$ cat src/rtl/pe_sat_mac.sv
// Systolic PE: forwards operands with 1-cycle latency, saturating fixed-point MAC for K beats, then joins a column drain chain.
// Latency: operands and MAC result 1 cycle; no backpressure -- beats arriving in DONE are forwarded only.
module pe_sat_mac #(
    parameter int W     = 32,
    parameter int FRAC  = 16,
    parameter int CNT_W = 8
) (
    input  logic             clk,
    input  logic             rst,
    input  logic             clear,
    input  logic [CNT_W-1:0] k_len,
    input  logic             in_valid,
    input  logic [W-1:0]     in_a,
    input  logic [W-1:0]     in_b,
    output logic             out_valid,
    output logic [W-1:0]     out_a,
    output logic [W-1:0]     out_b,
    input  logic             drain,
    input  logic [W-1:0]     c_in,
    output logic [W-1:0]     c_out,
    output logic             done,
    output logic             ovf
);

    typedef enum logic [1:0] {IDLE, ACCUM, DONE} state_t;

    localparam logic [W-1:0] SAT_MAX = {1'b0, {(W-1){1'b1}}};
    localparam logic [W-1:0] SAT_MIN = {1'b1, {(W-1){1'b0}}};

    state_t           state, state_nxt;
    logic [CNT_W-1:0] count, count_nxt, k_reg, k_nxt, k_eff, count_inc;
    logic [W-1:0]     c_nxt, c_base, prod_sat, sum_sat;
    logic             ovf_nxt, prod_fits, sum_fits, mac_sat;

    logic signed [2*W-1:0] a_ext, b_ext, prod_full, prod_shr;
    logic [W:0]            sum_ext;

    // Operand forwarding is independent of the MAC state and of clear.
    always_ff @(posedge clk or negedge rst) begin
        if (!rst) begin
            out_valid <= 1'b0;
            out_a     <= '0;
            out_b     <= '0;
        end else begin
            out_valid <= in_valid;
            if (in_valid) begin
                out_a <= in_a;
                out_b <= in_b;
            end
        end
    end

    assign a_ext     = {{W{in_a[W-1]}}, in_a};
    assign b_ext     = {{W{in_b[W-1]}}, in_b};
    assign prod_full = a_ext * b_ext;
    assign prod_shr  = prod_full >>> FRAC;

    // The shifted product fits when all bits from W-1 upward are copies of the sign.
    assign prod_fits = (prod_shr[2*W-1:W-1] == '0) || (prod_shr[2*W-1:W-1] == '1);
    assign prod_sat  = prod_fits ? prod_shr[W-1:0] : (prod_shr[2*W-1] ? SAT_MIN : SAT_MAX);

    assign c_base    = (state == IDLE) ? '0 : c_out;
    assign sum_ext   = {c_base[W-1], c_base} + {prod_sat[W-1], prod_sat};
    assign sum_fits  = (sum_ext[W] == sum_ext[W-1]);
    assign sum_sat   = sum_fits ? sum_ext[W-1:0] : (sum_ext[W] ? SAT_MIN : SAT_MAX);
    assign mac_sat   = !prod_fits || !sum_fits;

    assign k_eff     = (k_len == '0) ? CNT_W'(1) : k_len;
    assign count_inc = count + 1'b1;

    always_comb begin
        state_nxt = state;
        c_nxt     = c_out;
        count_nxt = count;
        k_nxt     = k_reg;
        ovf_nxt   = ovf;
        if (clear) begin
            state_nxt = IDLE;
            c_nxt     = '0;
            count_nxt = '0;
            k_nxt     = '0;
            ovf_nxt   = 1'b0;
        end else begin
            case (state)
                IDLE: begin
                    if (in_valid) begin
                        k_nxt     = k_eff;
                        c_nxt     = sum_sat;
                        count_nxt = CNT_W'(1);
                        ovf_nxt   = ovf | mac_sat;
                        state_nxt = (k_eff == CNT_W'(1)) ? DONE : ACCUM;
                    end
                end
                ACCUM: begin
                    if (in_valid) begin
                        c_nxt     = sum_sat;
                        count_nxt = count_inc;
                        ovf_nxt   = ovf | mac_sat;
                        if (count_inc == k_reg) state_nxt = DONE;
                    end
                end
                DONE: begin
                    if (drain) c_nxt = c_in;
                end
                default: state_nxt = IDLE;
            endcase
        end
    end

    always_ff @(posedge clk or negedge rst) begin
        if (!rst) begin
            state <= IDLE;
            c_out <= '0;
            count <= '0;
            k_reg <= '0;
            ovf   <= 1'b0;
        end else begin
            state <= state_nxt;
            c_out <= c_nxt;
            count <= count_nxt;
            k_reg <= k_nxt;
            ovf   <= ovf_nxt;
        end
    end

    assign done = (state == DONE);

endmodule

$ cat config.mk
export PLATFORM = sky130hd
export DESIGN_NAME = pe_sat_mac
export DESIGN_NICKNAME = d
export VERILOG_FILES = /design/src/rtl/pe_sat_mac.sv
export SDC_FILE = /design/constraint.sdc
export NUM_CORES = 2
export LEC_CHECK = 0
export BUFFER_PORTS_ARGS = -buffer_cell sky130_fd_sc_hd__buf_2
export CORE_ASPECT_RATIO = 0.7
export CORE_UTILIZATION = 47
export DETAILED_ROUTE_END_ITERATION = 12
export PLACE_DENSITY = 0.6
export SYNTH_ARGS = -nofsm -noshare
export SYNTH_HDL_FRONTEND = slang
export SYNTH_SLANG_ARGS = --single-unit
$ cat constraint.sdc
create_clock -name clk -period 4.8 [get_ports clk]
set_input_delay 0.96 -clock clk [delete_from_list [all_inputs] [get_ports clk]]
set_output_delay 0.96 -clock clk [all_outputs]
set_load 0.05 [all_outputs]
==> results.toml <==
[timing]
rsz0062_at_grt = "true"
slew-limit-headroom_pct = 45.1
post-route-min-period_ps = 11720
clock.fmax_mhz = 85.3
hold_viol = 0
tightest_slew_ps = 824
skew_ps = 6.80
period_share_pct = 244
setup_viol = 33
slew_viol_final = 0
fin_ws_ps = -6920

[final_layout]
fillCellCount = 8108
postLayoutCellArea_mm2 = 0.0527
syn_to_final_growth_pct = 21.5
reg_top3 = "c_out (32), out_a (32), out_b (32)"
post-route-util_pct = 58.1
drive_gt1_share_pct = 22.7
fin_nets = 6689

[place]
dp_hpwl_um = 108000
place_area_mm2 = 0.0503
pre_cts_ws_ps = -8300
gp_congestion = 0.924
portBuffers = 207

[setup_path]
required_ps = 5210
crit_path_max_incr_delay_ps = 610
cp.arrival_ps = 12130
worstSetupPathType = "in -> reg"
slowest_stage = "fa_2"
crit_path_end_kind = "flop"
crit_top_cell = "fa_1"
r2r_cells = 17
path_max_fanout = 17
cp-startpoint = "in_a[22]"
r2r-start = "state[1]"
reg2reg_slack_ps = 550
worstSetupStartpointType = "input pin"
rr_endpoint = "c_out[23]"

[global_routing]
grt_pass1_wl_um = 208000
grt_pass1_vias = 36614
grt_max_degree = 65
globalRouteOverflowTotal = 0
grt_use_total_pct = 29.0
antenna_found_initial = 3

[floorplan]
fp-row-count = 92
core_area_mm2 = 0.0907
start_util_pct = 47.8
io_pins = 208
design.die.area_mm2 = 0.0936
fp.dieW_um = 365
die_y_um = 256

[run]
max-cap-violations = 0

[synth]
synth_edf_count = 0
yosys_register_bits = 116
async_reset_ff_share_pct = 100
postSynthAreaPerCell_um2 = 9.43
synth_fp_nets = 6004
synth_cell_types = 82
syn_inst = 4600
ys.flop_type = "dfrtp_1"
synth_area_mm2 = 0.0434
yosysSeqAreaShare_pct = 6.69
yosys_warnings = 0

[routing]
ant_nets = 0
first_pass_iters = 5
routed_via_density = 5.16
drc = 0
wl_um = 127000
avgRoutedWirePerCell_um = 19.4
num_vias = 33652
drt-initial-drc-count = 2190

[worst_hold_path]
hold_class = "in -> async"

[clocking]
insertion_delay_ps = 520
cts-htree-levels = 4
tritoncts = "done"
clock-root-buffer = "clkbuf_16"
numCtsBuffers = 17
path_clk_slew_ps = 80
ctsLongestPathBuffers = 2
cts.sinks = 116

[run_status]
violations = "setup timing"
status = "finished, violations left"
-- what timing repair did --
action                                  CTS  global route
hold buffers                              0             0
endpoints found under the setup margin   33            33
pin swaps                                78            78
gates resized for setup                 230            91
buffers inserted                         36            14
cloned                                    8             3
-- worst max-delay path by stage --
stage,endpoint,slack (ps),cells after the start
6_report,c_out[23],-6920,42
3_5_place_dp,c_out[5],-8300,41
2_1_floorplan,c_out[14],-7080,44
4_1_cts,c_out[5],-6780,47
5_1_grt,ovf,-7270,43
3_3_place_gp,c_out[5],-8260,43
-- routing by layer --
layer / global-route usage, % / vias to the layer above / wire length [um]
met5: 0 / - / 10
met4: 5.09 / 2 / 1820
met3: 6.11 / 103 / 10000
met2: 43.0 / 996 / 55800
met1: 44.0 / 17416 / 59000
li1: - / 15135 / -
-- cell families after synthesis --
logic type                 share of synthesized area (%)
and+or+nand+nor                                     16.5
adders and majority gates                           56.1
buffers and inverters                               10.4
AOI/OAI and AO/OA                                   6.52
DFF                                                 6.69
xor gates and xnor gates                            1.84
muxes                                               1.92
-- final cells by class --
| cell class | instances | area [um2] | share of cell area, % |
|---|---|---|---|
| diodes | 1 | 2.50 | 0.00475 |
| clock buffers | 17 | 425 | 0.807 |
| clock inverters | 14 | 129 | 0.244 |
| inverters | 944 | 3550 | 6.73 |
| multi-input cells | 3297 | 36900 | 70.0 |
| flip-flops and latches | 116 | 2900 | 5.50 |
| well taps | 1222 | 1530 | 2.90 |
| repair buffers | 909 | 7280 | 13.8 |
-- critical path: cells and delay by family --
kind	cells	cell delay (ps)
compound gates	11	2410
xor+xnor	1	170
fa+ha+maj	10	4830
buf+inv	10	1190
simple gates	10	2520
-- per-stage QoR --
stage / std cells / TNS, ps / hold WS, ps
floorplan: 4600 / -232050 / 468
global placement: 6428 / -270520 / 468
detailed placement: 6428 / -271530 / 490
CTS: 6503 / -222210 / 443
global route: 6519 / -238000 / 503
finish: 6520 / -226020 / 455
-- cells in the mapped netlist, types with 4 or more instances --
cell type | instances | area share [%]
a211oi_1 | 8 | 0.14
nand4b_1 | 4 | 0.081
or2_2 | 5 | 0.072
or3_1 | 12 | 0.17
nor2_1 | 107 | 0.93
o31ai_1 | 8 | 0.14
o21a_1 | 19 | 0.33
o22ai_1 | 7 | 0.10
xor2_1 | 40 | 0.81
a31o_2 | 7 | 0.14
and3_1 | 14 | 0.20
nor4_1 | 7 | 0.10
o21ai_0 | 73 | 0.84
o211ai_1 | 6 | 0.10
a22o_1 | 10 | 0.20
buf_2 | 9 | 0.10
or4_1 | 6 | 0.10
clkbuf_1 | 224 | 1.9
nand3_1 | 19 | 0.22
nor2b_1 | 43 | 0.62
mux2_2 | 65 | 1.7
o21bai_1 | 18 | 0.31
a21oi_2 | 9 | 0.18
ha_1 | 213 | 6.1
nor3_1 | 14 | 0.16
mux2i_1 | 10 | 0.23
nand3b_1 | 5 | 0.087
buf_1 | 6 | 0.052
a21o_1 | 59 | 1.0
a31oi_1 | 10 | 0.14
and2_1 | 515 | 7.4
nand2b_1 | 42 | 0.61
nand2_1 | 573 | 5.0
a21oi_1 | 130 | 1.5
xnor2_1 | 51 | 1.0
a32o_1 | 19 | 0.44
dfrtp_1 | 116 | 6.7
nand4_1 | 21 | 0.30
buf_6 | 6 | 0.16
and4_1 | 5 | 0.10
inv_1 | 944 | 8.2
fa_1 | 1082 | 50
-- cells in the final DEF, fill, tap and decap left out, types with 41 or more instances in the layout --
| master | Yosys | layout |
|---|---|---|
| a21o_1 | 59 | 59 |
| a21oi_1 | 130 | 116 |
| and2_1 | 515 | 504 |
| buf_2 | 9 | 149 |
| buf_4 | 0 | 666 |
| buf_6 | 6 | 42 |
| dfrtp_1 | 116 | 116 |
| fa_1 | 1082 | 1047 |
| ha_1 | 213 | 197 |
| inv_1 | 944 | 934 |
| mux2_2 | 65 | 65 |
| nand2_1 | 573 | 565 |
| nand2b_1 | 42 | 42 |
| nor2_1 | 107 | 100 |
| nor2b_1 | 43 | 41 |
| o21ai_0 | 73 | 60 |
| xnor2_1 | 51 | 50 |
Power is not shown: default switching activity piles up to over one toggle a cycle in this logic, so the estimate is an artifact.
